===== config.mk =====
export PLATFORM = sky130hd
export DESIGN_NAME = btn_debounce
export DESIGN_NICKNAME = d
export VERILOG_FILES = /design/src/rtl/btn_debounce_pkg.sv /design/src/rtl/btn_debounce_ch.sv /design/src/rtl/btn_debounce.sv
export SDC_FILE = /design/constraint.sdc
export NUM_CORES = 1
export LEC_CHECK = 0
export ABC_CLOCK_PERIOD_IN_PS = 5000
export CORE_UTILIZATION = 40
export DETAILED_ROUTE_END_ITERATION = 16
export HOLD_SLACK_MARGIN = 0.03
export SYNTH_ARGS = -nofsm -noshare
export SYNTH_HDL_FRONTEND = slang
export SYNTH_HIERARCHICAL = 1
export SYNTH_SLANG_ARGS = --single-unit

===== constraint.sdc =====
create_clock -name clk -period 5 [get_ports clk]
set_clock_uncertainty 0.2 [all_clocks]
set_input_delay 1 -clock clk [delete_from_list [all_inputs] [get_ports clk]]
set_output_delay 1 -clock clk [all_outputs]
set_load 0.02 [all_outputs]

===== src/rtl/btn_debounce_pkg.sv =====
// rtl/btn_debounce_pkg.sv - shared helpers for the push-button debouncer
package btn_debounce_pkg;

  // Stable-time length in clock cycles, never below one cycle.
  function automatic int deb_cycles_f(input int clk_fre, input int deb_ms);
    int cycles;
    cycles = (clk_fre / 1000) * deb_ms;
    return (cycles < 1) ? 1 : cycles;
  endfunction

endpackage


===== src/rtl/btn_debounce_ch.sv =====
// rtl/btn_debounce_ch.sv - single-channel debouncer: 2-FF synchronizer, stability counter, output flop
module btn_debounce_ch #(
  parameter int DEB_CYCLES = 1,
  parameter int CW         = 1
) (
  input  logic clk,
  input  logic rstn,
  input  logic btn_in,
  output logic btn_out
);

  localparam logic [CW-1:0] CNT_LAST = CW'(DEB_CYCLES - 1);

  logic          s1_q, s2_q;
  logic          out_q, out_d;
  logic [CW-1:0] cnt_q, cnt_d;

  // Any sample agreeing with the output restarts the stability count.
  always_comb begin
    out_d = out_q;
    cnt_d = cnt_q;
    if (s2_q == out_q) begin
      cnt_d = '0;
    end else if (cnt_q == CNT_LAST) begin
      out_d = s2_q;
      cnt_d = '0;
    end else begin
      cnt_d = cnt_q + CW'(1);
    end
  end

  always_ff @(posedge clk or negedge rstn) begin
    if (!rstn) begin
      s1_q  <= 1'b1;
      s2_q  <= 1'b1;
      cnt_q <= '0;
      out_q <= 1'b1;
    end else begin
      s1_q  <= btn_in;
      s2_q  <= s1_q;
      cnt_q <= cnt_d;
      out_q <= out_d;
    end
  end

  assign btn_out = out_q;

endmodule


===== src/rtl/btn_debounce.sv =====
// rtl/btn_debounce.sv - multi-channel active-low push-button debouncer
module btn_debounce
  import btn_debounce_pkg::*;
#(
  parameter int BT_WIDTH = 3,
  parameter int CLK_FRE  = 50_000_000,
  parameter int DEB_MS   = 20
) (
  input  logic                clk,
  input  logic                rstn,
  input  logic [BT_WIDTH-1:0] btn_in,
  output logic [BT_WIDTH-1:0] btn_out
);

  localparam int DEB_CYCLES = deb_cycles_f(CLK_FRE, DEB_MS);
  localparam int CW         = $clog2(DEB_CYCLES + 1);

  for (genvar i = 0; i < BT_WIDTH; i++) begin : g_ch
    btn_debounce_ch #(
      .DEB_CYCLES (DEB_CYCLES),
      .CW         (CW)
    ) u_ch (
      .clk     (clk),
      .rstn    (rstn),
      .btn_in  (btn_in[i]),
      .btn_out (btn_out[i])
    );
  end

endmodule


# == Word-level counts from Yosys, hierarchy flattened ==
# Index checks and enable logic that the tools add are counted.
# op_classes
add_sub_neg,3
eq_ne,6
mux,6
bitwise,3
n_reduce_logical,3
# ops
cell,n
$mux 20,6
$add 20x1->20 const B,3
$eq 20x20->1 const B,3
$reduce_and 2->1,3
$eq 1x1->1,3
$not 1->1,3
# totals
regBits,69
input_bits,5
output_inout_bits,3
elab_cells,33

# == Depth between registers and ports, before layout ==
# Gate-level depths: netlist of run 1.
# depth
word_depth,3
mapped_depth,6
mapped_depth_nobuf,5

# == Modules after synthesis ==
# The synthesis of run 1 kept the hierarchy.
# modules_own_cells
mod,instances,cells_per_inst,area_per_inst_um2,seq_area_each_um2
btn_debounce_ch,3,108,1118.6,579.3

# == Worst setup path before layout of run 1 ==
# Ideal clock, no wire load.
# synth_path
kind,register -> register
startpoint,reg g_ch[0].u_ch.cnt_q[4]
endpoint,reg g_ch[0].u_ch.cnt_q[17]
setup_time_ns,0.078
arrival_ns,1.541
t_required_ns,4.722
path_slack_ns,3.181
stages_incl_launch_ff,5
n_path_buf,0
synth_period_minus_slack_ns,1.819
cell_sequence,dfrtp_1 > nand4_4 > or4_1 > or3_1 > a21oi_1
# synth_via
elab_chain_cells,3
elab_cells_between_ends,4
classes_between,1 x add/sub; 1 x eq/ne; 2 x mux
# synth_lines
element,line,source
"start, declared",btn_debounce_ch.sv:16,"logic [CW-1:0] cnt_q, cnt_d;"
"start signal, assigned",btn_debounce_ch.sv:41,cnt_q <= cnt_d;
$add 20x1->20 / $eq 20x20->1 (equally long branches),"btn_debounce_ch.sv:28, btn_debounce_ch.sv:24",
$mux 20 (*),btn_debounce_ch.sv:24,end else if (cnt_q == CNT_LAST) begin
$mux 20 (*),btn_debounce_ch.sv:22,if (s2_q == out_q) begin
named net g_ch[0].u_ch.cnt_d[17],btn_debounce_ch.sv:16,
# Mark *: on every way through the listed nets, which the timed path passes. The rest lies on a longest branch.
# A chain may end at the register's enable or synchronous reset.

# == Final worst setup path of run 1 ==
# layout_path
startpoint,reg g_ch[1].u_ch.out_q
endpoint,out btn_out[1]
# layout_lines
element,line,source
"start, declared",btn_debounce_ch.sv:15,"logic out_q, out_d;"
"start signal, assigned",btn_debounce_ch.sv:42,out_q <= out_d;
"end, declared",btn_debounce.sv:12,output logic [BT_WIDTH-1:0] btn_out
# No word-level cell between the ends.

==> flow_summary_export.csv, run 1 <==
group,metric,value,unit
status,status,"finished, final reports clean",
layout,layout_commonest_cell,"dfrtp_1",
layout,final_nets,348,
sta,fin_setup_tns,0,ns
hold_path,hold_path_depth,0,
sta,tightest_slew,1.09,ns
critical_path,worstSetupPathType,"reg -> out",
cts,cts_tree,"yes",
sta,period_share,53.7,%
critical_path,arrival,1.49,ns
sta,setup-violations-final,0,
critical_path,worst_ep_required_time,3.80,ns
layout,diodes,0,
drt,via_per_inst,5.17,
critical_path,cp-end-kind,"primary output",
drt,routedWlPerCell,13.2,um
sta,holdWs,0.152,ns
critical_path,worstReg2RegEnd,"g_ch[0].u_ch/cnt_q[5]",
hold_path,hp-class,"reg -> reg",
place,pre_cts_ws,2.59,ns
drt,route.detailed.drc,0,
sta,report.final.slew_viol_count,0,
floorplanning,row_count,33,
critical_path,critPathTopFamily,"buffers and inverters",
pwr,p_leak,1.48,nW
global_route,antenna_found_initial,0,
critical_path,reg2reg_from,"g_ch[0].u_ch/cnt_q[0]",
cts,ctsLongestPathBuffers,2,
critical_path,critPathBufInv,1,
drt,routed_wirelength,5.96,mm
cts,cts_inserted_buffers,9,
critical_path,cp_cell_sequence,"clkdlybuf4s50_1",
critical_path,cp_slowest_cell,"clkdlybuf4s50_1",
floorplanning,die-area,8760,sq um
cts,cts_root_buffer,"clkbuf_8",
logic_synthesis,syn_area,3360,sq um
drt,first_pass_iters,4,
layout,drive_above_1_share,12.2,%
logic_synthesis,syn_inst,324,
critical_path,max_stage_delay,0.60,ns
global_route,grt_pass1_wl,11.0,mm
place,dp_hpwl,3.98,mm
global_route,overflow,0,
sta,rsz0062_at_grt,"no",
floorplanning,die_w,93.6,um
cts,cts_num_sinks,69,
pwr,max-vdd-ir-drop,0.161,mV
sta,finalHoldViolCount,0,
place,gp_congestion,0.743,
pwr,powerDensity,296,nW/um^2
global_route,grt_pass1_vias,2455,
logic_synthesis,yosys_warnings,6,
cts,cts_hold_buf,0,
critical_path,r2r_cells,5,
cts,cts_max_level,3,
floorplanning,start_util,41.0,%
hold_path,whs_endpoint,"g_ch[2].u_ch/s2_q",
logic_synthesis,synth-seq-cells,69,
logic_synthesis,synth.distinct_cells,27,
drt,vias,2328,
run,cap_violations,0,
cts,path_clk_slew,0.08,ns
logic_synthesis,syn_nets,332,
sta,max_freq,372,MHz
global_route,grt_max_degree,49,
cts,post_cts_resized,0,
drt,first_iter_violations,134,
floorplanning,coreArea,8180,sq um
logic_synthesis,yosysSeqAreaShare,51.8,%
cts,post_cts_buffers,0,
floorplanning,die_y,93.6,um
place,portBuffers,7,
layout,syn_to_final_growth,12.3,%
critical_path,cp_max_fo,3,
layout,layout_common_cells,"dfrtp_1 (60), nor2_1 (57), xnor2_1 (33), nand3_1 (18), nand2_1 (18)",
sta,finalCriticalPeriod,2.69,ns
logic_synthesis,syn_area_per_cell,10.4,sq um
critical_path,rrSetupSlack,2.86,ns
hold_path,worstHoldStart,"g_ch[2].u_ch/s1_q",
drt,ant_nets,0,
critical_path,start_kind,"flop",
floorplanning,io_pins,8,
sta,postLayoutSetupSlackWorst,2.31,ns
cts,clk_latency,0.34,ns
global_route,grt_usage,16.1,%
sta,relSlewSlack,27.6,%
## worst register-to-register path, stage by stage (launching register included)
cell     delay (ns)
dfrtp_1        0.41
ha_1           0.22
and3_1         0.24
nand4_1        0.15
o21ai_2        0.65
nor2_1         0.12
## stage by stage
step / instance area (sq um) / cells / total power, W / utilization, %
floorplan: 3360 / 324 / 0.000602 / -
global placement: 3540 / 434 / 0.000622 / 43.4
detailed placement: 3540 / 434 / 0.000622 / 43.4
CTS: 3770 / 450 / 0.00113 / 46.1
global route: 3770 / 450 / 0.00117 / 46.1
finish: 3770 / 450 / 0.00112 / 46.1
## kinds of logic (layout without fill, tap and decap cells)
logic type      after synthesis  after routing  synth area share [%]
simple gates                165            165                  27.4
xor+xnor                     48             48                  12.5
buf+inv                      15             36                  1.79
flops                        69             69                  51.8
fa+ha+maj                     3              3                  1.12
compound gates               15             15                  2.57
mux                           9              9                  2.80
## flip-flops by register name, indices dropped and copies added, names as in the netlist
name / count
g_ch.u_ch/cnt_q: 60
g_ch.u_ch/s2_q: 3
g_ch.u_ch/s1_q: 3
g_ch.u_ch/btn_out: 3
## final cells by class
class                   instances  area [sq um]
clock inverters                 6          86.3
flip-flops and latches         69          1740
well taps                     105           131
clock buffers                  10           138
inverters                      12          45.0
repair buffers                  8          72.6
multi-input cells             240          1560
fillers                       780          4410
## routing by layer
layer | part of all wire [%] | track usage, % | up-vias
met2 | 46 | 25.4 | 20
met4 | 0.96 | 5.64 | 0
met1 | 50 | 21.3 | 1132
met5 | 0 | 0 | -
met3 | 2.5 | 4.39 | 5
li1 | - | - | 1171
## how the worst max path moves through the flow
stage,slack (ns),from,end,cells after the start
final,2.31,g_ch[1].u_ch/btn_out,btn_out[1],1
after global routing,2.26,g_ch[0].u_ch/btn_out,btn_out[0],1
after CTS,2.29,g_ch[1].u_ch/btn_out,btn_out[1],1
after detailed placement,2.59,rstn,g_ch[1].u_ch/cnt_q[2],2
after global placement,2.59,rstn,g_ch[1].u_ch/cnt_q[14],2
after floorplan,3.18,g_ch[0].u_ch/cnt_q[4],g_ch[0].u_ch/cnt_q[17],4
## power breakdown
part	internal (W)	total [W]	switching (W)
Combinational	0.00000976	0.0000335	0.0000237
Sequential	0.000568	0.000576	0.00000782
Clock	0.000294	0.000507	0.000214
Total	0.000871	0.00112	0.000245
## cell usage after synthesis (all sizes together)
| cell type | count | area share [%] |
|---|---|---|
| buf | 3 | 0.45 |
| xnor2 | 33 | 8.6 |
| ha | 3 | 1.1 |
| nand3 | 18 | 2.7 |
| nor4b | 6 | 1.6 |
| nand2 | 18 | 2.0 |
| and2 | 3 | 0.56 |
| inv | 12 | 1.3 |
| a21oi | 6 | 0.89 |
| nor4 | 15 | 3.4 |
| o21ai | 9 | 1.7 |
| xor2 | 15 | 3.9 |
| dfrtp | 60 | 45 |
| and4 | 6 | 1.6 |
| nor3 | 15 | 2.2 |
| mux2 | 3 | 1.0 |
| or3 | 6 | 1.1 |
| and3 | 3 | 0.56 |
| or4 | 3 | 0.67 |
| dfstp | 9 | 7.0 |
| nor2 | 57 | 6.4 |
| mux2i | 6 | 1.8 |
| nand4 | 15 | 4.7 |
(Power assumes the default switching activity.)
==> run 2: changes to the inputs <==
--- a/config.mk
+++ b/config.mk
@@ -5,7 +5,7 @@
 export SDC_FILE = /design/constraint.sdc
 export NUM_CORES = 1
 export LEC_CHECK = 0
-export ABC_CLOCK_PERIOD_IN_PS = 5000
+export ABC_CLOCK_PERIOD_IN_PS = 2740
 export CORE_UTILIZATION = 40
 export DETAILED_ROUTE_END_ITERATION = 16
 export HOLD_SLACK_MARGIN = 0.03
==> constraint.sdc (replaced) <==
create_clock -name clk -period 2.74 [get_ports clk]
set_clock_uncertainty 0.2 [all_clocks]
set_input_delay 0.548 -clock clk [delete_from_list [all_inputs] [get_ports clk]]
set_output_delay 0.548 -clock clk [all_outputs]
set_load 0.02 [all_outputs]
==> run 2 against run 1 <==
  * Via count down 0.90%
  * Sequential power increased by 82%
  * Cell area up 0.60%
  * Largest power group unchanged
  * Setup slack lost 1.8 ns
  * Utilization grew 0.28 points
  * Non-clock buffer count rose by 4
  * Critical path depth is the same
  * Die area is the same
  * Highest routed layer unchanged
  * Clock power rose by 65%
  * Clock-buffer cell count rose by 1
==> flow_summary_export.csv, run 2 (synthesized netlist as in run 1, its figures left out) <==
group,metric,value,unit
status,status,"finished, final reports clean",
hold_path,hold_path_depth,0,
critical_path,start_kind,"flop",
cts,ctsLongestPathBuffers,2,
sta,setup-violations-final,0,
floorplanning,io_pins,8,
drt,first_iter_violations,67,
drt,first_pass_iters,4,
pwr,p_int,0.00151,W
place,portBuffers,7,
run,cap_violations,0,
critical_path,cp_max_fo,3,
critical_path,r2r_cells,6,
drt,routed_wirelength,5.86,mm
cts,cts_num_sinks,69,
sta,rsz0062_at_grt,"no",
floorplanning,die_y,93.6,um
drt,route.detailed.drc,0,
drt,wl_met1,2.97,mm
place,dp_hpwl,3.90,mm
drt,vias,2307,
cts,cts_max_level,3,
hold_path,worstHoldStart,"g_ch[0].u_ch/s1_q",
cts,path_clk_slew,0.07,ns
sta,finalCriticalPeriod,2.25,ns
global_route,antenna_found_initial,0,
floorplanning,die_w,93.6,um
global_route,grt_pass1_vias,2140,
critical_path,reg2reg_from,"g_ch[0].u_ch/cnt_q[0]",
drt,wl_met3,151,um
cts,cts_hold_buf,1,
floorplanning,row_count,33,
global_route,overflow,0,
floorplanning,coreArea,8180,sq um
pwr,p_leak,1.49,nW
sta,report.final.slew_viol_count,0,
layout,syn_to_final_growth,13.0,%
layout,diodes,0,
hold_path,hp-class,"reg -> reg",
sta,fin_setup_tns,0,ns
critical_path,critPathTopFamily,"buffers and inverters",
sta,relSlewSlack,62.3,%
pwr,max-vdd-ir-drop,0.308,mV
critical_path,cp_slowest_cell,"clkdlybuf4s50_1",
floorplanning,die-area,8760,sq um
drt,route.met2.wl,2.68,mm
cts,cts_tree,"yes",
layout,design_area,3790,sq um
pwr,power_frac_comb,3.5,%
cts,cts_inserted_buffers,9,
layout,largest-register,"g_ch.u_ch/cnt_q",
floorplanning,start_util,41.0,%
place,dpl_cell_area,3580,sq um
pwr,powerDensity,516,nW/um^2
sta,period_share,82.1,%
layout,largest_reg_flops,60,
drt,top_layer_used,"met4",
sta,max_freq,444,MHz
critical_path,max_stage_delay,0.60,ns
critical_path,critPathBufInv,1,
layout,stdcell_count,454,
place,dpl.cell_count,437,
critical_path,cp_cell_sequence,"clkdlybuf4s50_1",
pwr,power.share.clock,42.8,%
critical_path,rrSetupSlack,0.62,ns
cts,clk_latency,0.35,ns
drt,via_per_inst,5.08,
pwr,seqPwrFrac,53.7,%
global_route,grt_usage,15.3,%
pwr,switchingPower,0.000450,W
layout,drive_above_1_share,12.6,%
drt,routedWlPerCell,12.9,um
pwr,switching_share,23.0,%
hold_path,whs_endpoint,"g_ch[0].u_ch/s2_q",
cts,cts_root_buffer,"clkbuf_8",
layout,final_nets,352,
cts,post_cts_buffers,0,
layout,layout_common_cells,"dfrtp_1 (60), nor2_1 (57), xnor2_1 (33), nand3_1 (18), nand2_1 (18)",
critical_path,worst_ep_required_time,1.99,ns
critical_path,arrival,1.50,ns
global_route,grt_max_degree,70,
sta,tightest_slew,0.561,ns
global_route,grt_pass1_wl,10.2,mm
layout,layout_commonest_cell,"dfrtp_1",
critical_path,cp-end-kind,"primary output",
cts,post_cts_resized,0,
place,gp_congestion,0.734,
sta,finalHoldViolCount,0,
drt,ant_nets,0,
critical_path,worstSetupPathType,"reg -> out",
critical_path,worstReg2RegEnd,"g_ch[0].u_ch/cnt_q[0]",
[run 2: cell count changes in the layout (fill, tap and decap cells not counted)]
cell,delta
clkinv_2,-1
bufinv_16,-1
clkbuf_1,+1
clkinv_4,+1
dlygate4sd3_1,+1
buf_4,+2
buf_12,+1
[run 2: per-stage QoR]
step	hold slack, ns	util [%]	worst slack, ns	power (W)
floorplan	0.0524	-	0.921	0.00110
global placement	0.147	43.8	0.674	0.00114
detailed placement	0.150	43.8	0.639	0.00114
CTS	0.161	46.4	0.471	0.00199
global route	0.160	46.4	0.446	0.00205
finish	0.159	46.4	0.489	0.00196
[run 2: power by group through the flow]
| stage | clock network (W) | registers (W) | logic (W) |
|---|---|---|---|
| global route | 0.000917 | 0.00105 | 0.0000812 |
| detailed placement | 0 | 0.00107 | 0.0000699 |
| finish | 0.000838 | 0.00105 | 0.0000680 |
| CTS | 0.000872 | 0.00105 | 0.0000714 |
| floorplan | 0 | 0.00107 | 0.0000308 |
| global placement | 0 | 0.00107 | 0.0000698 |
[run 2: layout make-up]
cell class | instances | area (sq um)
inverters | 12 | 45.0
multi-input cells | 240 | 1560
repair buffers | 12 | 118
flip-flops and latches | 69 | 1740
clock buffers | 11 | 141
fillers | 773 | 4380
well taps | 105 | 131
clock inverters | 5 | 60.1
[run 2: how the worst max path moves through the flow]
stage                                startpoint                endpoint  slack, ns  cells after the start
after floorplan           g_ch[0].u_ch/cnt_q[4]  g_ch[0].u_ch/cnt_q[17]       0.92                      4
after global placement    g_ch[0].u_ch/cnt_q[0]  g_ch[0].u_ch/cnt_q[16]       0.67                      6
after detailed placement  g_ch[0].u_ch/cnt_q[0]   g_ch[0].u_ch/cnt_q[2]       0.64                      6
after CTS                  g_ch[2].u_ch/btn_out              btn_out[2]       0.47                      1
after global routing       g_ch[2].u_ch/btn_out              btn_out[2]       0.45                      1
final                      g_ch[2].u_ch/btn_out              btn_out[2]       0.49                      1
[run 2: layer usage]
metal | track usage [%] | vias to the layer above
met2 | 22.5 | 14
li1 | - | 1173
met4 | 5.77 | 0
met1 | 20.6 | 1115
met3 | 5.37 | 5
met5 | 0 | -
